`src/rtl/request_queue.sv`:
```
// rtl/request_queue.sv - circular request FIFO with optional head aging (REQUEST_QUEUE_AGING_EN)
package request_queue_pkg;
  typedef enum logic [1:0] {
    NOP   = 2'd0,
    READ  = 2'd1,
    WRITE = 2'd2,
    ERASE = 2'd3
  } opcode_e;

  typedef struct packed {
    logic [31:0] CPU_clock_count;
    opcode_e     opcode;
    logic [31:0] address;
    logic        op_ready_s;
    logic [6:0]  life;
  } parser_out_struct;
endpackage

module request_queue
  import request_queue_pkg::*;
#(
  parameter int DEPTH        = 16,
  parameter int STARVE_LIMIT = 100
) (
  input  logic                     clock,
  input  logic                     reset_n,
  input  parser_out_struct         in_req,
  output logic                     in_ready,
  output parser_out_struct         out_req,
  output logic                     out_valid,
  input  logic                     out_pop,
  output logic [$clog2(DEPTH):0]   occupancy,
  output logic                     full,
  output logic                     empty,
  output logic                     starved
);

  localparam int PW = $clog2(DEPTH);

  logic [PW-1:0]    wr_ptr;
  logic [PW-1:0]    rd_ptr;
  logic [PW:0]      count;
  parser_out_struct mem [DEPTH];
  logic [6:0]       life [DEPTH];
  parser_out_struct wdata;
  logic             push;
  logic             pop;
  logic [6:0]       head_life;

  assign full      = (count == (PW+1)'(DEPTH));
  assign empty     = (count == '0);
  assign in_ready  = ~full;
  assign out_valid = ~empty;
  assign occupancy = count;

  // Full is judged on registered occupancy, so a same-cycle pop never frees a slot for the push.
  assign push = in_req.op_ready_s && (in_req.opcode != NOP) && !full;
  assign pop  = out_pop && !empty;

  always_comb begin
    wdata            = in_req;
    wdata.op_ready_s = 1'b1;
    wdata.life       = 7'd0;
  end

  always_ff @(posedge clock or negedge reset_n) begin
    if (!reset_n) begin
      wr_ptr <= '0;
      rd_ptr <= '0;
      count  <= '0;
    end else begin
      if (push) wr_ptr <= wr_ptr + PW'(1);
      if (pop)  rd_ptr <= rd_ptr + PW'(1);
      case ({push, pop})
        2'b10:   count <= count + (PW+1)'(1);
        2'b01:   count <= count - (PW+1)'(1);
        default: count <= count;
      endcase
    end
  end

  // Payload storage carries no reset; only life fields need a known value.
  always_ff @(posedge clock) begin
    if (push) mem[wr_ptr] <= wdata;
  end

`ifdef REQUEST_QUEUE_AGING_EN
  localparam bit AGING_EN = 1'b1;
  logic [DEPTH-1:0] live;

  always_comb begin
    for (int i = 0; i < DEPTH; i++) begin
      live[i] = ({1'b0, PW'(i) - rd_ptr} < count);
    end
  end

  always_ff @(posedge clock or negedge reset_n) begin
    if (!reset_n) begin
      for (int i = 0; i < DEPTH; i++) life[i] <= 7'd0;
    end else begin
      for (int i = 0; i < DEPTH; i++) begin
        if (push && (PW'(i) == wr_ptr))
          life[i] <= 7'd0;
        else if (live[i] && (life[i] != 7'd127))
          life[i] <= life[i] + 7'd1;
      end
    end
  end
`else
  localparam bit AGING_EN = 1'b0;

  always_comb begin
    for (int i = 0; i < DEPTH; i++) life[i] = 7'd0;
  end
`endif

  assign head_life = life[rd_ptr];
  assign starved   = AGING_EN && out_valid && (int'(head_life) >= STARVE_LIMIT);

  always_comb begin
    if (empty) begin
      out_req = '0;
    end else begin
      out_req      = mem[rd_ptr];
      out_req.life = head_life;
    end
  end

endmodule

```
`config.mk`:
```
export PLATFORM = sky130hd
export DESIGN_NAME = request_queue
export DESIGN_NICKNAME = d
export VERILOG_FILES = /design/src/rtl/request_queue.sv
export SDC_FILE = /design/constraint.sdc
export NUM_CORES = 1
export LEC_CHECK = 0
export CORE_MARGIN = 8
export CORE_UTILIZATION = 47
export CTS_BUF_LIST = sky130_fd_sc_hd__clkbuf_8
export DETAILED_ROUTE_END_ITERATION = 10
export GPL_TIMING_DRIVEN = 1
export RECOVER_POWER = 50
export SETUP_SLACK_MARGIN = 0.1
export SYNTH_ARGS = -nofsm -noshare
export SYNTH_HDL_FRONTEND = slang
export SYNTH_SLANG_ARGS = --single-unit
export TNS_END_PERCENT = 10
```
`constraint.sdc`:
```
create_clock -name clock -period 14.1 [get_ports clock]
set_clock_uncertainty 0.1 [all_clocks]
set_input_delay 2.82 -clock clock [delete_from_list [all_inputs] [get_ports clock]]
set_output_delay 2.82 -clock clock [all_outputs]
set_load 0.03 [all_outputs]
```
==> results.toml, run 1 <==
[clock_tree]
htree_levels = 4
cts_tree = "done"
worstSkewPairLatency_ns = 0.81
post_cts.repair.setup_buffers = 0
clockBufferDepth = 3
tritoncts.num_buffers = 170
cts.repair.resized = 0
cts_root_buf = "sky130_fd_sc_hd__clkbuf_8"
path_clk_slew_ns = 0.06
post_cts_hold_buffer_count = 0
cts.sink_count = 1069

[power_and_ir_drop]
p_per_area_nw_per_um2 = 202
leakage_nw = 15.0
vdd.ir_drop.worst_v = 0.000166
total_power_mw = 9.44

[floorplanning]
die_area_sq_um = 96800
die_y_um = 311
std_cell_rows = 108
die_w_um = 311
pin_count = 161
start_util = 0.473
core-area_sq_um = 86600

[routing]
drtAntennaViolNets = 0
detail_route.wirelength_um = 89200
drtIter0Drc = 1428
vias = 18500
dr.pass1.iters = 5
routedWlPerCell_um = 27.3
avgViaCountPerCell = 5.67
remaining_drc_errors = 0

[yosys]
synthDominantCellAreaShare = 0.774
synth_mux_area_frac = 0.178
netlist_instances = 1713
yosys.area_share.xor_xnor = 0.00278
sequential_share_of_the_synthesized_area = 0.782
synth_async_sr_flop_share = 0.0122
commonest_register_cell_after_synthesis = "sky130_fd_sc_hd__edfxtp_1"
synth.area.top_cells = "sky130_fd_sc_hd__edfxtp_1 (77%), sky130_fd_sc_hd__mux4_2 (15%), sky130_fd_sc_hd__mux2i_1 (3.2%)"
synth_enable_flop_cells = 1056
synth-adder-area-share = 0.00244
synthSimpleGateAreaFrac = 0.00480
syn-cell-area_sq_um = 40900
synth_area_per_inst_sq_um = 23.9
synth.distinct_cells = 33
synth_most_common_cell = "sky130_fd_sc_hd__edfxtp_1"
synth_compound_gate_area_share = 0.0121
synth_top_family_by_area = "multiplexers"
synth.yosys.warnings = 0
yosys_register_bits = 1069
yosys.area.top_type = "sky130_fd_sc_hd__edfxtp_1"
post_synth_most_frequent_cells = "sky130_fd_sc_hd__edfxtp_1 (1,056), sky130_fd_sc_hd__mux4_2 (264), sky130_fd_sc_hd__mux2i_1 (131), sky130_fd_sc_hd__o22ai_1 (65), sky130_fd_sc_hd__buf_2 (36)"

[sta]
whs_ns = 0.512
fin_crit_ns = 8.09
slew_headroom = -0.591
final-max-slew-violation-count = 50
finalHoldViolations = 0
finalSetupViolations = 0
period_share = 0.573
finalSetupTns_ns = 0
rsz0062_at_grt = "false"
fmax_ghz = 0.124
worst-slew-pin-transition_ns = 2.39

[worst_setup_path]
r2r-end = "mem[9][16]"
worst_setup_endpoint = "out_req[10]"
r2r_start = "occupancy[1]"
cp.required_ns = 11.18
end_kind = "primary output"
critPathArrivalTime_ns = 5.17
reg2regPathDepth = 5
worstSetupStartpointType = "register"
register_to_register_setup_slack_ns = 10.10
worst-path-max-fanout = 48
crit_type = "reg -> out"
timing.critical_path.from = "rd_ptr[0]"

[status]
status = "finished with violations"
violations = "max-capacitance violations, max-slew violations"

[global_routing]
gr-total-overflow = 0
global_route.usage.total = 0.185
global_route_wire_length_before_repair_um = 132000
number_of_antenna_violations_at_the_first_check_in_global_routing = 19
grt_pass1_vias = 20300
grt_start_max_net_pins = 143

[job]
drv.max_cap_violation_count = 2

[finish]
layout_cell_share_with_drive_strength_beyond_1 = 0.254
syn2layout_area_growth_pct = 14.1
nets = 2063

[placement]
last_weighted_congestion_value_of_the_routability_driven_placer = 0.712
detailed_place_hpwl_um = 43500
buffer_ports.inserted = 145

[worst_hold_path]
min_path_type = "reg -> reg"
-- report_power, final --
part	switching (mW)	leakage [nW]	internal (mW)
clock network	1.16	1.78	1.26
registers	0.138	9.68	3.76
logic	1.76	3.59	1.37
-- cells in the final DEF (no fill, tap or decap), types with 2 or more instances in the layout --
| master | count |
|---|---|
| sky130_fd_sc_hd__xor2_1 | 6 |
| sky130_fd_sc_hd__nor2b_1 | 2 |
| sky130_fd_sc_hd__buf_4 | 37 |
| sky130_fd_sc_hd__nand4_1 | 2 |
| sky130_fd_sc_hd__nand2_1 | 8 |
| sky130_fd_sc_hd__o21ai_0 | 4 |
| sky130_fd_sc_hd__nor3_2 | 2 |
| sky130_fd_sc_hd__and3b_1 | 2 |
| sky130_fd_sc_hd__dlygate4sd3_1 | 73 |
| sky130_fd_sc_hd__inv_6 | 4 |
| sky130_fd_sc_hd__nor3_1 | 3 |
| sky130_fd_sc_hd__conb_1 | 8 |
| sky130_fd_sc_hd__inv_1 | 59 |
| sky130_fd_sc_hd__ha_1 | 8 |
| sky130_fd_sc_hd__mux2_2 | 2 |
| sky130_fd_sc_hd__xnor2_1 | 7 |
| sky130_fd_sc_hd__o22ai_1 | 65 |
| sky130_fd_sc_hd__clkbuf_8 | 176 |
| sky130_fd_sc_hd__mux2i_1 | 131 |
| sky130_fd_sc_hd__clkinvlp_4 | 5 |
| sky130_fd_sc_hd__clkinv_1 | 35 |
| sky130_fd_sc_hd__buf_12 | 2 |
| sky130_fd_sc_hd__bufinv_16 | 6 |
| sky130_fd_sc_hd__nor2_4 | 10 |
| sky130_fd_sc_hd__clkbuf_1 | 3 |
| sky130_fd_sc_hd__dfrtp_1 | 10 |
| sky130_fd_sc_hd__mux4_2 | 264 |
| sky130_fd_sc_hd__clkinv_2 | 19 |
| sky130_fd_sc_hd__nand2b_1 | 2 |
| sky130_fd_sc_hd__clkdlybuf4s50_1 | 72 |
| sky130_fd_sc_hd__nor2_1 | 3 |
| sky130_fd_sc_hd__a21oi_1 | 4 |
| sky130_fd_sc_hd__a211oi_1 | 2 |
| sky130_fd_sc_hd__edfxtp_1 | 1056 |
| sky130_fd_sc_hd__diode_2 | 4 |
| sky130_fd_sc_hd__dfrtp_4 | 3 |
-- how the worst min path moves through the flow --
stage	startpoint	to	slack (ns)	cells past startpoint
3_5_place_dp	wr_ptr[0]	wr_ptr[3]	0.49	2
5_1_grt	occupancy[3]	occupancy[3]	0.56	1
2_1_floorplan	rd_ptr[3]	rd_ptr[3]	0.44	2
6_report	wr_ptr[0]	wr_ptr[3]	0.51	2
3_3_place_gp	wr_ptr[0]	wr_ptr[3]	0.49	2
4_1_cts	wr_ptr[0]	wr_ptr[3]	0.51	2
-- kinds of logic after synthesis --
family | Yosys count
flip-flops | 1069
multiplexers | 397
buffers and inverters | 108
AO/OA/AOI/OAI | 79
AND/OR/NAND/NOR | 38
XOR/XNOR | 13
adder cells (fa/ha/maj) | 8
other | 1
-- cell type report --
type	instances	area, sq um
multi-input cells	543	8310
fillers	6607	39900
well taps	1155	1450
inverters	7	26.3
clock inverters	121	674
repair buffers	187	1780
clock buffers	176	2420
flip-flops and latches	1069	32000
diodes	4	10.0
-- critical path: stages, from the launching register on --
cell and delay (ns):
sky130_fd_sc_hd__dfrtp_4 0.83, sky130_fd_sc_hd__buf_4 0.81, sky130_fd_sc_hd__buf_4 0.88, sky130_fd_sc_hd__mux4_2 0.37
sky130_fd_sc_hd__mux2i_1 0.07, sky130_fd_sc_hd__o22ai_1 0.52, sky130_fd_sc_hd__clkdlybuf4s50_1 0.79
-- registers in the layout (all words and copies together), names as in the netlist --
name       count
rd_ptr         4
mem         1056
occupancy      5
wr_ptr         4
-- routing by layer --
| metal | track usage | vias up | wire length [um] |
|---|---|---|---|
| met5 | 0 | - | 25 |
| met4 | 0.0498 | 4 | 1660 |
| met3 | 0.0409 | 141 | 4700 |
| met2 | 0.312 | 512 | 45500 |
| met1 | 0.243 | 9950 | 37400 |
| li1 | - | 7886 | - |
-- metrics by stage --
| step | instances | utilization | setup slack [ns] | cell area, sq um |
|---|---|---|---|---|
| 2_1_floorplan | 1720 | - | 5.57 | 41000 |
| 3_3_place_gp | 2961 | 0.504 | 6.67 | 43700 |
| 3_5_place_dp | 2961 | 0.504 | 6.65 | 43700 |
| 4_1_cts | 3258 | 0.540 | 5.74 | 46700 |
| 5_1_grt | 3259 | 0.539 | 5.51 | 46700 |
| 6_report | 3262 | 0.539 | 6.01 | 46700 |
Note: power is estimated with default switching activity, not from simulation.
==> run 2, diff against run 1 <==
--- a/config.mk
+++ b/config.mk
@@ -10,6 +10,7 @@
 export CTS_BUF_LIST = sky130_fd_sc_hd__clkbuf_8
 export DETAILED_ROUTE_END_ITERATION = 10
 export GPL_TIMING_DRIVEN = 1
+export PLACE_DENSITY = 0.67
 export RECOVER_POWER = 50
 export SETUP_SLACK_MARGIN = 0.1
 export SYNTH_ARGS = -nofsm -noshare
==> constraint.sdc (replaced) <==
create_clock -name clock -period 7.36 [get_ports clock]
set_clock_uncertainty 0.1 [all_clocks]
set_input_delay 1.472 -clock clock [delete_from_list [all_inputs] [get_ports clock]]
set_output_delay 1.472 -clock clock [all_outputs]
set_load 0.03 [all_outputs]
==> results.toml, run 2 (synthesized netlist as in run 1, its figures left out) <==
[job]
drv.max_cap_violation_count = 5

[worst_setup_path]
r2r_start = "occupancy[2]"
r2r-end = "mem[10][24]"
worstSetupStartpointType = "register"
critPathArrivalTime_ns = 4.14
reg2regPathDepth = 5
worst-path-max-fanout = 47
crit_type = "reg -> out"
cp.required_ns = 5.79
register_to_register_setup_slack_ns = 3.21
timing.critical_path.from = "rd_ptr[0]"
end_kind = "primary output"

[floorplanning]
die_area_sq_um = 96800
start_util = 0.473
core-area_sq_um = 86600
die_y_um = 311
die_w_um = 311
pin_count = 161
std_cell_rows = 108

[routing]
vias = 18700
remaining_drc_errors = 0
drtAntennaViolNets = 0
routedWlPerCell_um = 26.8
drtIter0Drc = 1613
avgViaCountPerCell = 5.71
detail_route.wirelength_um = 87900
dr.pass1.iters = 5

[sta]
finalSetupTns_ns = 0
final-max-slew-violation-count = 114
setup_slack_ns = 1.65
finalSetupViolations = 0
worst-slew-pin-transition_ns = 2.18
finalHoldViolations = 0
slew_headroom = -0.453
fmax_ghz = 0.175
rsz0062_at_grt = "false"
fin_crit_ns = 5.71
period_share = 0.776

[finish]
num-fill-cells = 6418
most_common_cell_after_layout_fill_and_taps_aside = "sky130_fd_sc_hd__edfxtp_1"
largest_register = "mem"
finish.utilization = 0.539
most_used_cells_in_the_layout_excluding_fill_and_tap_cells = "sky130_fd_sc_hd__edfxtp_1 (1,056), sky130_fd_sc_hd__mux4_2 (264), sky130_fd_sc_hd__clkbuf_8 (167)"
largest_register_ffs = 1056
multi_input_area_sq_um = 8320
syn2layout_area_growth_pct = 14.1
area.sequential_sq_um = 32000
layout_cell_share_with_drive_strength_beyond_1 = 0.253
nets = 2062

[placement]
dpl_worst_slack_ns = 1.93
detailed_place_hpwl_um = 43900
last_weighted_congestion_value_of_the_routability_driven_placer = 0.712
buffer_ports.inserted = 145

[global_routing]
global_route.usage.total = 0.180
grt_start_max_net_pins = 133
gr-total-overflow = 0
grt_pass1_vias = 19900
global_route_wire_length_before_repair_um = 130000
number_of_antenna_violations_at_the_first_check_in_global_routing = 23

[clock_tree]
path_clk_slew_ns = 0.07
htree_levels = 4
cts_root_buf = "sky130_fd_sc_hd__clkbuf_8"
cts_tree = "done"
post_cts.repair.setup_buffers = 0
tritoncts.num_buffers = 164
clockBufferDepth = 3
post_cts_hold_buffer_count = 0
worstSkewPairLatency_ns = 0.81
cts.sink_count = 1069
cts.repair.resized = 0

[status]
violations = "max-capacitance violations, max-slew violations"
status = "finished with violations"

[worst_hold_path]
hold-path-endpoint = "occupancy[0]"
worstHoldPathCells = 1
hp-start = "occupancy[0]"
min_path_type = "reg -> reg"

[power_and_ir_drop]
leakage_nw = 15.0
vdd.ir_drop.worst_v = 0.000373
p_per_area_nw_per_um2 = 383
run 2: cell count changes in the layout (fill, tap and decap cells not counted), sizes merged:
cell      before  now
buf           39   43
inv           63   64
clkbuf       179  171
bufinv         6    2
diode          4    9
clkinv        54   68
clkinvlp       5    7
run 2: layer usage:
layer / routed length (um) / vias to the layer above / track usage
met5: 66 / - / 0
met4: 1880 / 10 / 0.0544
met3: 5750 / 157 / 0.0489
met2: 44100 / 638 / 0.297
met1: 36100 / 9999 / 0.235
li1: - / 7895 / -
run 2: worst max-delay path by stage:
| stage | to | slack, ns | cells after the start |
|---|---|---|---|
| 6_report | out_req[13] | 1.65 | 5 |
| 5_1_grt | out_req[13] | 1.33 | 5 |
| 4_1_cts | out_req[13] | 1.43 | 5 |
| 3_5_place_dp | mem[8][26] | 1.93 | 6 |
| 3_3_place_gp | mem[8][42] | 2.05 | 6 |
| 2_1_floorplan | mem[3][0] | 0.18 | 4 |
run 2: report_power, final:
part / internal, mW / leakage [nW] / switching [mW] / total (mW)
Clock: 2.20 / 1.70 / 2.22 / 4.42
Combinational: 2.64 / 3.63 / 3.27 / 5.91
Sequential: 7.20 / 9.68 / 0.353 / 7.55
Total: 12.0 / 15.0 / 5.84 / 17.9
run 2: through the flow:
step / hold slack, ns / area, sq um / power [mW] / std cells
floorplan: 0.443 / 41000 / 11.8 / 1720
global placement: 0.485 / 43700 / 13.6 / 2966
detailed placement: 0.512 / 43700 / 13.7 / 2966
CTS: 0.529 / 46700 / 18.2 / 3267
global route: 0.558 / 46700 / 18.7 / 3270
finish: 0.537 / 46700 / 17.9 / 3276
run 2: worst max-delay path, stage by stage (launching register included):
cell	delay [ns]
sky130_fd_sc_hd__dfrtp_4	1.09
sky130_fd_sc_hd__buf_4	0.58
sky130_fd_sc_hd__mux4_2	0.56
sky130_fd_sc_hd__mux2i_1	0.16
sky130_fd_sc_hd__o22ai_1	0.21
sky130_fd_sc_hd__clkdlybuf4s50_1	0.71
run 2: final cells by class:
class	count	area share
clock buffers	167	0.0492
repair buffers	192	0.0399
flip-flops and latches	1069	0.686
clock inverters	134	0.0144
diodes	9	0.000482
multi-input cells	543	0.178
well taps	1155	0.0309
inverters	7	0.000563
==> run 3, diff against run 2 <==
--- a/config.mk
+++ b/config.mk
@@ -10,7 +10,6 @@
 export CTS_BUF_LIST = sky130_fd_sc_hd__clkbuf_8
 export DETAILED_ROUTE_END_ITERATION = 10
 export GPL_TIMING_DRIVEN = 1
-export PLACE_DENSITY = 0.67
 export RECOVER_POWER = 50
 export SETUP_SLACK_MARGIN = 0.1
 export SYNTH_ARGS = -nofsm -noshare
==> constraint.sdc (replaced) <==
create_clock -name clock -period 5.64 [get_ports clock]
set_clock_uncertainty 0.1 [all_clocks]
set_input_delay 1.128 -clock clock [delete_from_list [all_inputs] [get_ports clock]]
set_output_delay 1.128 -clock clock [all_outputs]
set_load 0.03 [all_outputs]
==> results.toml, run 3 (synthesized netlist as in run 1, its figures left out) <==
[worst_hold_path]
min_path_type = "reg -> reg"

[placement]
dpl_worst_slack_ns = 0.956
last_weighted_congestion_value_of_the_routability_driven_placer = 0.709
buffer_ports.inserted = 145
detailed_place_hpwl_um = 45200

[worst_setup_path]
slowest_stage = "sky130_fd_sc_hd__dfrtp_4"
end_kind = "primary output"
path_cells = "buf_4, mux2i_1, o22ai_1, clkdlybuf4s50_1"
slowest_stage_delay_on_critical_path_ns = 1.20
worst-path-max-fanout = 51
crit_type = "reg -> out"
worstSetupStartpointType = "register"
cp.required_ns = 4.41
critPathArrivalTime_ns = 4.00

[clock_tree]
post_cts.repair.setup_buffers = 0
cts_tree = "done"
clockBufferDepth = 3
htree_levels = 4
cts.sink_count = 1069
post_cts_hold_buffer_count = 0
cts_root_buf = "sky130_fd_sc_hd__clkbuf_8"
path_clk_slew_ns = 0.06
cts.repair.resized = 0
worstSkewPairLatency_ns = 0.80
tritoncts.num_buffers = 167

[routing]
vias = 18800
dr.pass1.iters = 5
drtAntennaViolNets = 0
remaining_drc_errors = 0
detail_route.wirelength_um = 89500
drtIter0Drc = 1595
routedWlPerCell_um = 27.3
avgViaCountPerCell = 5.75

[sta]
final-max-slew-violation-count = 80
fin_crit_ns = 5.22
period_share = 0.926
fmax_ghz = 0.191
finalSetupViolations = 0
rsz0062_at_grt = "false"
whs_ns = 0.511
setup_slack_ns = 0.416
finalHoldViolations = 0
worst-slew-pin-transition_ns = 1.59
slew_headroom = -0.0632

[power_and_ir_drop]
seq_power_share = 0.416
internal-power_mw = 16.1
leakage_nw = 15.2
share_clk_of_total_power = 0.251
netSwitchingPower_mw = 7.71
p_per_area_nw_per_um2 = 504
netSwitchingFraction = 0.324
comb_power_share = 0.333
vdd.ir_drop.worst_v = 0.000366
total_power_mw = 23.8

[floorplanning]
pin_count = 161
std_cell_rows = 108
die_area_sq_um = 96800
core-area_sq_um = 86600
die_y_um = 311
die_w_um = 311
start_util = 0.473

[finish]
largest_register_ffs = 1056
syn2layout_area_growth_pct = 15.1
largest_register = "mem"
most_used_cells_in_the_layout_excluding_fill_and_tap_cells = "sky130_fd_sc_hd__edfxtp_1 (1,056), sky130_fd_sc_hd__mux4_2 (264), sky130_fd_sc_hd__clkbuf_8 (168)"
nets = 2080
num-fill-cells = 6550
most_common_cell_after_layout_fill_and_taps_aside = "sky130_fd_sc_hd__edfxtp_1"
layout_cell_share_with_drive_strength_beyond_1 = 0.261
finish.utilization = 0.544

[status]
violations = "max-capacitance violations, max-slew violations"
status = "finished with violations"

[global_routing]
grt_start_max_net_pins = 67
global_route_wire_length_before_repair_um = 133000
global_route.usage.total = 0.185
grt_pass1_vias = 20200
gr-total-overflow = 0
number_of_antenna_violations_at_the_first_check_in_global_routing = 17

[job]
drv.max_cap_violation_count = 2
-- run 3: critical path, delay by kind of cell, from the launching register on --
kind / cells / cell delay (ns)
compound gates: 1 / 0.40
buf+inv: 2 / 1.40
flops: 1 / 1.20
mux: 1 / 0.15
-- run 3: per-layer routing --
layer  vias to the layer above  part of all wire  wire length, um  track usage
li1                       7932                 -                -            -
met5                         -           0.00015               13            0
met3                       126             0.060             5340       0.0388
met1                     10200              0.43            38400        0.255
met2                       623              0.50            44300        0.303
met4                         2             0.016             1410       0.0473
-- run 3: power by group through the flow --
stage | Combinational (mW) | Clock, mW | Sequential (mW)
global route | 8.44 | 6.47 | 9.94
floorplan | 5.64 | 0 | 9.75
finish | 7.92 | 5.96 | 9.88
detailed placement | 8.12 | 0 | 10.1
global placement | 8.08 | 0 | 10.0
CTS | 8.14 | 6.13 | 9.89
-- run 3: final cells by class --
type,count,area [sq um],share of cell area
Antenna cell,3,7.51,0.000159
Tap cell,1155,1450,0.0307
Inverter,7,26.3,0.000557
Clock inverter,125,721,0.0153
Multi-Input combinational cell,543,8340,0.177
Clock buffer,168,2310,0.0490
Sequential cell,1069,32000,0.680
Timing Repair Buffer,207,2240,0.0475
-- run 3: path summary, 6_finish.rpt --
path,from,slack (ns),endpoint,cells after the start
worst max-delay path,rd_ptr[2],0.42,out_req[13],4
worst min-delay path,wr_ptr[0],0.51,wr_ptr[3],2
min in group asynchronous,reset_n,0.73,occupancy[0],1
worst max register to register,occupancy[2],1.97,mem[5][26],5
max in group asynchronous,reset_n,4.17,rd_ptr[0],1
worst min register to register,wr_ptr[0],0.51,wr_ptr[3],2
-- run 3: stage by stage --
stage / setup TNS, ns / area, sq um / std cells
global route: 0 / 47100 / 3275
CTS: 0 / 47200 / 3274
finish: 0 / 47100 / 3277
floorplan: -229.87 / 41000 / 1720
detailed placement: 0 / 44100 / 2981
global placement: 0 / 44100 / 2981
